==> src/rtl/uart_rx_deser_if.sv <==
// Parallel word output of the UART receive engine toward the RX FIFO
// write port: the received word and its one-cycle write strobe.
interface uart_rx_deser_if #(
    parameter int DATA_WIDTH = 8
);
    logic [DATA_WIDTH-1:0] o_data;
    logic                  o_valid;

    modport master (output o_data, output o_valid);
    modport slave  (input  o_data, input  o_valid);
endinterface

==> src/rtl/uart_rx_deser.sv <==
// UART serial receive engine. Oversamples the line at 16x baud, rebuilds
// start/data/parity/stop framing and emits one parallel word per good frame.
// Parity and framing errors are reported through sticky flags.
module uart_rx_deser #(
    parameter int DATA_WIDTH  = 8,
    parameter int PARITY_EN   = 0,
    parameter int SYNC_STAGES = 2
) (
    input  logic               i_clk,
    input  logic               i_rst,
    input  logic               i_baud_x16_tick,
    input  logic               i_parity_odd,
    input  logic               i_RX,
    input  logic               i_error_rst,
    output logic               o_busy,
    output logic [1:0]         o_rx_error,
    uart_rx_deser_if.master    rx_if
);

    localparam int BW = $clog2(DATA_WIDTH + 1);

    localparam logic [2:0] ST_IDLE      = 3'd0;
    localparam logic [2:0] ST_START     = 3'd1;
    localparam logic [2:0] ST_DATA      = 3'd2;
    localparam logic [2:0] ST_PARITY    = 3'd3;
    localparam logic [2:0] ST_STOP      = 3'd4;
    localparam logic [2:0] ST_WAIT_IDLE = 3'd5;

    logic [SYNC_STAGES-1:0] r_sync;
    logic [2:0]             r_state;
    logic [3:0]             r_tick;
    logic [BW-1:0]          r_bit;
    logic [DATA_WIDTH-1:0]  r_shift;
    logic [DATA_WIDTH-1:0]  r_data;
    logic                   r_valid;
    logic                   r_busy;
    logic [1:0]             r_err;
    logic                   r_par_odd;
    logic                   r_perr;

    logic                   w_rx_s;
    logic                   w_par_exp;

    // Oldest synchronizer flop is the only view of the line used for decisions.
    assign w_rx_s    = r_sync[SYNC_STAGES-1];
    // Expected parity bit: even parity is the XOR of the data, odd inverts it.
    assign w_par_exp = (^r_shift) ^ r_par_odd;

    assign rx_if.o_data  = r_data;
    assign rx_if.o_valid = r_valid;
    assign o_busy        = r_busy;
    assign o_rx_error    = r_err;

    // Metastability synchronizer for the asynchronous line, reset to idle-high.
    always_ff @(posedge i_clk) begin
        if (i_rst) begin
            r_sync <= {SYNC_STAGES{1'b1}};
        end else begin
            r_sync <= {r_sync[SYNC_STAGES-2:0], i_RX};
        end
    end

    // Frame state machine: tick/bit counting, shifting, delivery and error flags.
    always_ff @(posedge i_clk) begin
        if (i_rst) begin
            r_state   <= ST_IDLE;
            r_tick    <= 4'd0;
            r_bit     <= {BW{1'b0}};
            r_shift   <= {DATA_WIDTH{1'b0}};
            r_data    <= {DATA_WIDTH{1'b0}};
            r_valid   <= 1'b0;
            r_busy    <= 1'b0;
            r_err     <= 2'b00;
            r_par_odd <= 1'b0;
            r_perr    <= 1'b0;
        end else begin
            r_valid <= 1'b0;
            // Clear first; a set later in this block overrides the clear.
            if (i_error_rst) begin
                r_err <= 2'b00;
            end
            case (r_state)
                ST_IDLE: begin
                    if (!w_rx_s) begin
                        r_state <= ST_START;
                        r_tick  <= 4'd0;
                        r_busy  <= 1'b1;
                    end
                end
                ST_START: begin
                    if (i_baud_x16_tick) begin
                        if (r_tick == 4'd7) begin
                            r_tick <= 4'd0;
                            if (w_rx_s) begin
                                // Line went back high: a glitch, not a start bit.
                                r_state <= ST_IDLE;
                                r_busy  <= 1'b0;
                            end else begin
                                r_state   <= ST_DATA;
                                r_bit     <= {BW{1'b0}};
                                r_par_odd <= i_parity_odd;
                                r_perr    <= 1'b0;
                            end
                        end else begin
                            r_tick <= r_tick + 4'd1;
                        end
                    end
                end
                ST_DATA: begin
                    if (i_baud_x16_tick) begin
                        if (r_tick == 4'd15) begin
                            r_tick  <= 4'd0;
                            r_shift <= {w_rx_s, r_shift[DATA_WIDTH-1:1]};
                            if (r_bit == BW'(DATA_WIDTH - 1)) begin
                                r_state <= (PARITY_EN != 0) ? ST_PARITY : ST_STOP;
                            end else begin
                                r_bit <= r_bit + {{(BW-1){1'b0}}, 1'b1};
                            end
                        end else begin
                            r_tick <= r_tick + 4'd1;
                        end
                    end
                end
                ST_PARITY: begin
                    if (i_baud_x16_tick) begin
                        if (r_tick == 4'd15) begin
                            r_tick  <= 4'd0;
                            r_perr  <= (w_rx_s != w_par_exp);
                            r_state <= ST_STOP;
                        end else begin
                            r_tick <= r_tick + 4'd1;
                        end
                    end
                end
                ST_STOP: begin
                    if (i_baud_x16_tick) begin
                        if (r_tick == 4'd15) begin
                            r_tick <= 4'd0;
                            if (w_rx_s) begin
                                // Leave at mid stop bit so a back-to-back start is seen.
                                r_data  <= r_shift;
                                r_valid <= 1'b1;
                                if (r_perr) begin
                                    r_err[1] <= 1'b1;
                                end
                                r_state <= ST_IDLE;
                                r_busy  <= 1'b0;
                            end else begin
                                r_err[0] <= 1'b1;
                                r_state  <= ST_WAIT_IDLE;
                            end
                        end else begin
                            r_tick <= r_tick + 4'd1;
                        end
                    end
                end
                ST_WAIT_IDLE: begin
                    // Hold off while the line stays low so a break yields no frames.
                    if (w_rx_s) begin
                        r_state <= ST_IDLE;
                        r_tick  <= 4'd0;
                        r_busy  <= 1'b0;
                    end
                end
                default: begin
                    r_state <= ST_IDLE;
                    r_tick  <= 4'd0;
                    r_busy  <= 1'b0;
                end
            endcase
        end
    end

endmodule

==> src/flat_wrapper.sv <==
// flat-port wrapper written by rule: the top's interface ports become plain ports
module uart_rx_deser_flat 
#(
    parameter int DATA_WIDTH  = 8,
    parameter int PARITY_EN   = 0,
    parameter int SYNC_STAGES = 2
)
  (i_clk, i_rst, i_baud_x16_tick, i_parity_odd, i_RX, i_error_rst, o_busy, o_rx_error, rx_if_o_data, rx_if_o_valid);
  uart_rx_deser_if #(.DATA_WIDTH(DATA_WIDTH)) rx_if_i ();
  input  logic i_clk;
  input  logic i_rst;
  input  logic i_baud_x16_tick;
  input  logic i_parity_odd;
  input  logic i_RX;
  input  logic i_error_rst;
  output logic o_busy;
  output logic [1:0] o_rx_error;
  output wire logic [$bits(rx_if_i.o_data)-1:0] rx_if_o_data;
  output wire logic [$bits(rx_if_i.o_valid)-1:0] rx_if_o_valid;
  assign rx_if_o_data = rx_if_i.o_data;
  assign rx_if_o_valid = rx_if_i.o_valid;
  uart_rx_deser #(.DATA_WIDTH(DATA_WIDTH), .PARITY_EN(PARITY_EN), .SYNC_STAGES(SYNC_STAGES)) u_core (.i_clk(i_clk), .i_rst(i_rst), .i_baud_x16_tick(i_baud_x16_tick), .i_parity_odd(i_parity_odd), .i_RX(i_RX), .i_error_rst(i_error_rst), .o_busy(o_busy), .o_rx_error(o_rx_error), .rx_if(rx_if_i));
endmodule
==> config.mk <==
export PLATFORM = sky130hd
export DESIGN_NAME = uart_rx_deser_flat
export DESIGN_NICKNAME = d
export VERILOG_FILES = /design/src/rtl/uart_rx_deser_if.sv /design/src/rtl/uart_rx_deser.sv /design/src/flat_wrapper.sv
export SDC_FILE = /design/constraint.sdc
export NUM_CORES = 1
export LEC_CHECK = 0
export ABC_CLOCK_PERIOD_IN_PS = 4300
export BUFFER_PORTS_ARGS = -buffer_cell sky130_fd_sc_hd__buf_4
export CAP_MARGIN = 20
export CORE_UTILIZATION = 50
export CTS_CLUSTER_SIZE = 14
export DETAILED_ROUTE_END_ITERATION = 8
export PLACE_DENSITY_LB_ADDON = 0.25
export REMOVE_ABC_BUFFERS = 1
export SLEW_MARGIN = 10
export SYNTH_ARGS = -nofsm -noshare
export SYNTH_HDL_FRONTEND = slang
export SYNTH_SLANG_ARGS = --single-unit
==> constraint.sdc <==
create_clock -name i_clk -period 4.3 [get_ports i_clk]
set_clock_uncertainty 0.1 [all_clocks]
set_input_delay 0.645 -clock i_clk [delete_from_list [all_inputs] [get_ports i_clk]]
set_output_delay 0.645 -clock i_clk [all_outputs]
set_load 0.005 [all_outputs]
After elaboration in Yosys (flattened, before gate mapping)
Index checks and enable logic that the tools add are counted.
Word-level totals
  bits in registers: 35
  bits of input ports: 6
  output and inout port bits: 12
Cells by class
  add/sub/neg operators: 2
  equality and inequality tests: 23
  muxes and demuxes: 48
  bitwise gates (word level): 6
  reductions and logical operators: 15
Operators by type and width (count)
  $mux W4: 11
  $mux W3: 12
  $pmux W3 S6: 1
  $pmux W4 S4: 1
  $mux W1: 15
  $ne A2 B1 Y1 const B: 7
  $ne A2 B2 Y1 const B: 7
  $reduce_and A4 Y1: 3
  $reduce_and A6 Y1: 2
  $reduce_and A11 Y1: 1
  $mux W2: 5
  $add A4 B1 Y4 const B: 2
  $eq A4 B3 Y1 const B: 2
  $pmux W4 S2: 1
  $reduce_xor A8 Y1: 1
  $reduce_and A7 Y1: 1
  $eq A3 B2 Y1 const B: 2
  $eq A3 B3 Y1 const B: 2
  $not A1 Y1: 5
  $pmux W1 S5: 1
  $eq A4 B4 Y1 const B: 1
  $reduce_bool A2 Y1: 2
  $reduce_or A4 Y1: 1
  $eq A3 B1 Y1 const B: 1
  other kinds (7): 7

Depth between registers and ports, before layout
  depth in word-level cells: 6
  gate-level depth with buffers: 8

Worst setup path after synthesis
OpenSTA, ideal clock, no wires.
  kind: input to register
  from: input i_baud_x16_tick
  to: register u_core.r_data[0] (netlist: u_core.rx_if.o_data[0])
  arrival: 1.627 ns
  slack: 2.445 ns
  stages on the path: 5
  buffers on the path: 1
  cells stage by stage: nand4_4 > or4_1 > buf_6 > mux2i_1 > nor2_1
Between the ends
  word-level cells in the longest chain between the ends: 1
Ends and longest elaborated chain
  start: declaration: RTL line flat_wrapper.sv:12  | input logic i_baud_x16_tick;
  $reduce_and A4 Y1 (no line)
  end signal: assignment: RTL line uart_rx_deser.sv:70  | r_data <= {DATA_WIDTH{1'b0}};
  end signal: assignment: RTL line uart_rx_deser.sv:141  | r_data <= r_shift;
  end: declaration: RTL line uart_rx_deser.sv:34  | logic [DATA_WIDTH-1:0] r_data;
No other way between the ends.
A chain may end at the register's enable or synchronous reset.

Worst setup path in the final report
  from: register u_core.r_tick[0]
  to: register u_core.r_data[0] (netlist: u_core.rx_if.o_data[0])
Between the ends
  word-level cells in the longest chain between the ends: 2
Ends and longest elaborated chain
  start: declaration: RTL line uart_rx_deser.sv:31  | logic [3:0] r_tick;
  start signal: assignment: RTL line uart_rx_deser.sv:105  | r_tick <= r_tick + 4'd1;
  start signal: assignment: RTL line uart_rx_deser.sv:120  | r_tick <= r_tick + 4'd1;
  start signal: assignment: RTL line uart_rx_deser.sv:131  | r_tick <= r_tick + 4'd1;
  $eq A4 B4 Y1: RTL line uart_rx_deser.sv:137  | if (r_tick == 4'd15) begin
  $reduce_and A4 Y1 (no line)
No other way between the ends.

==> results_dict.tcl <==
set metrics [dict create \
    hold_buffers 0 \
    max_freq_mhz 450 \
    postSynthAreaPerCell_sq_um 9.45 \
    htreeDepth 2 \
    critPathCaptureType "flip-flop" \
    max_cap_viol_count 0 \
    mostFrequentLayoutCells "dfxtp_1 (35), nor2_1 (33), mux2i_1 (18)" \
    cts_resized 0 \
    start_kind "flip-flop" \
    drc_errors 0 \
    wl_per_cell_microns 12.5 \
    cpPeakStageDelay_ns 0.79 \
    wirelength_microns 2890 \
    die_h_microns 59.2 \
    total_leakage_power_nw 0.751 \
    post_cts_buffers 0 \
    path_cells "ha_1 > nand4_4 > or4_1 > mux2i_1 > nor2_1" \
    cts_tree "done" \
    num-fill-cells 293 \
    cts_buffer_depth 2 \
    crit_fanout 10 \
    ys_ff_latch 35 \
    irDropWorstVdd_v 0.000242 \
    holdCritPathClass "flip-flop to flip-flop" \
    powerDensity_mw_per_mm2 287 \
    drt-initial-drc-count 53 \
    ant_nets 0 \
    antenna_found_initial 0 \
    num_antenna_cells 0 \
    grt_util_all_layers_pct 19.0 \
    die_area_sq_mm 0.00350 \
    fin_nets 195 \
    seq_area_frac_synth_pct 42.9 \
    maxSlewHeadroom_pct 63.3 \
    crit_buf_inv 0 \
    grt_max_degree 35 \
    holdPathStages 1 \
    cts.sinks 35 \
    start_util_pct 53.1 \
    crit_family "simple AND/OR/NAND/NOR gates" \
    vias 1238 \
    rsz0062_at_grt "false" \
    grt_pass1_wl_microns 4970 \
    cp.arrival_ns 2.34 \
    synth_area_sq_mm 0.00163 \
    viasPerCell 5.34 \
    worstSkewPairLatency_ns 0.33 \
    drtPass1Iterations 4 \
    yosys_warnings 0 \
    num_rows 20 \
    total_power_w 0.000521 \
    cts-root-buf "clkbuf_4" \
    cpMaxStageDelayCell "or4_1" \
    grt_overflow 0 \
    min_period_ns 2.22 \
    fin_tns_setup_ns 0 \
    dp_hpwl_microns 2030 \
    clk_pin_slew_ns 0.10 \
    synth.distinct_cells 38 \
    rr_worst_depth 5 \
    die_w_microns 59.2 \
    cp.required_ns 4.41 \
    place.gp.congestion 0.828 \
    pin_count 18 \
    cts_buffers 5 \
    grt_pass1_vias 1181 \
    final_layout_size_suffix_gt1_share_pct 16.0 \
    final-hold-violation-count 0 \
    setup_viol 0 \
    finalMaxSlewViolations 0 \
    core_sq_mm 0.00308 \
    layout_commonest_cell "dfxtp_1" \
    syn2layout_area_growth_pct 11.1 \
    cp.depth 5 \
    synth_cells 173 \
    status "complete, no violations" \
    finalCritPeriodShare_pct 51.7 \
    critPathKind "flip-flop to flip-flop" \
    hold_ws_ns 0.331 \
    tightestPinTransition_ns 0.550 \
    portBuffers 17 \
]
-- sequential cells by signal, summed over array words and instances, names as in the netlist --
name / flops
u_core.r_shift: 8
u_core.rx_if.o_data: 8
u_core.r_bit: 4
u_core.r_tick: 4
u_core.r_state: 3
u_core.o_rx_error: 2
u_core.r_sync: 2
u_core.o_busy: 1
u_core.r_par_odd: 1
u_core.r_perr: 1
u_core.rx_if.o_valid: 1
-- routing by layer --
metal | up-vias | track usage (%) | part of all wire [%]
met5 | - | 0 | 0
met4 | 0 | 7.14 | 0.45
met3 | 2 | 6.77 | 4.3
met2 | 30 | 32.3 | 51
met1 | 581 | 21.7 | 44
li1 | 625 | - | -
-- cell families after synthesis --
group	count (synthesis)	share of synthesized area (%)
muxes	18	11.0
adders and majority gates	2	1.53
xor gates and xnor gates	15	8.04
and+or+nand+nor	64	21.6
buffers and inverters	17	4.75
DFF	35	42.9
AOI/OAI and AO/OA	22	10.2
-- per-stage QoR --
stage               cells  area (sq um)  util, %  setup WS [ns]
floorplan             163          1580        -           2.33
global placement      224          1770     57.4           2.05
detailed placement    224          1770     57.4           2.03
CTS                   232          1820     59.0           2.08
global route          232          1820     59.0           1.94
finish                232          1820     59.0           2.08
-- cell usage after synthesis, drive strengths merged --
cell | n | area [sq um]
buf | 5 | 31.3
nor3 | 1 | 16.3
or4 | 2 | 15.0
o31ai | 1 | 7.51
nand2 | 7 | 26.3
nand2b | 5 | 31.3
mux2i | 18 | 180
o311ai | 1 | 8.76
nand3b | 2 | 15.0
inv | 7 | 26.3
a31oi | 2 | 12.5
o21ai | 1 | 5.00
xor2 | 6 | 52.6
nand4b | 1 | 8.76
o32ai | 4 | 42.6
a22oi | 2 | 20.0
nand4 | 2 | 27.5
and4 | 1 | 8.76
a21oi | 7 | 35.0
nor4b | 1 | 23.8
ha | 2 | 25.0
a32oi | 2 | 17.5
clkbuf | 5 | 20.0
nand3 | 2 | 10.0
a311o | 1 | 10.0
o211ai | 1 | 7.51
xnor2 | 9 | 78.8
dfxtp | 35 | 701
nor2b | 2 | 12.5
or3 | 2 | 12.5
or3b | 1 | 8.76
nor2 | 33 | 124
or2 | 2 | 12.5
-- final cells by class --
class | count | area [sq um] | share of cell area, %
clock buffer | 7 | 45.0 | 2.48
clock inverter | 1 | 5.00 | 0.276
inverter | 7 | 26.3 | 1.45
multi-input combinational | 121 | 856 | 47.1
sequential | 35 | 701 | 38.6
tap | 44 | 55.1 | 3.03
timing repair buffer | 17 | 128 | 7.03
-- power by group --
part / switching, W / internal, W / leakage (nW)
combinational: 0.0000130 / 0.0000112 / 0.439
clock: 0.000103 / 0.0000637 / 0.0293
sequential: 0.00000302 / 0.000326 / 0.283
total: 0.000120 / 0.000401 / 0.751
-- worst paths after layout --
kind	from	end	slack (ns)
worst max-delay path	u_core.r_tick[0]	u_core.rx_if.o_data[0]	2.08
worst min-delay path	u_core.r_sync[0]	u_core.r_sync[1]	0.33
worst max register to register	u_core.r_tick[0]	u_core.rx_if.o_data[0]	2.08
worst min register to register	u_core.r_sync[0]	u_core.r_sync[1]	0.33
No activity file was read; power rests on OpenSTA's default activity.
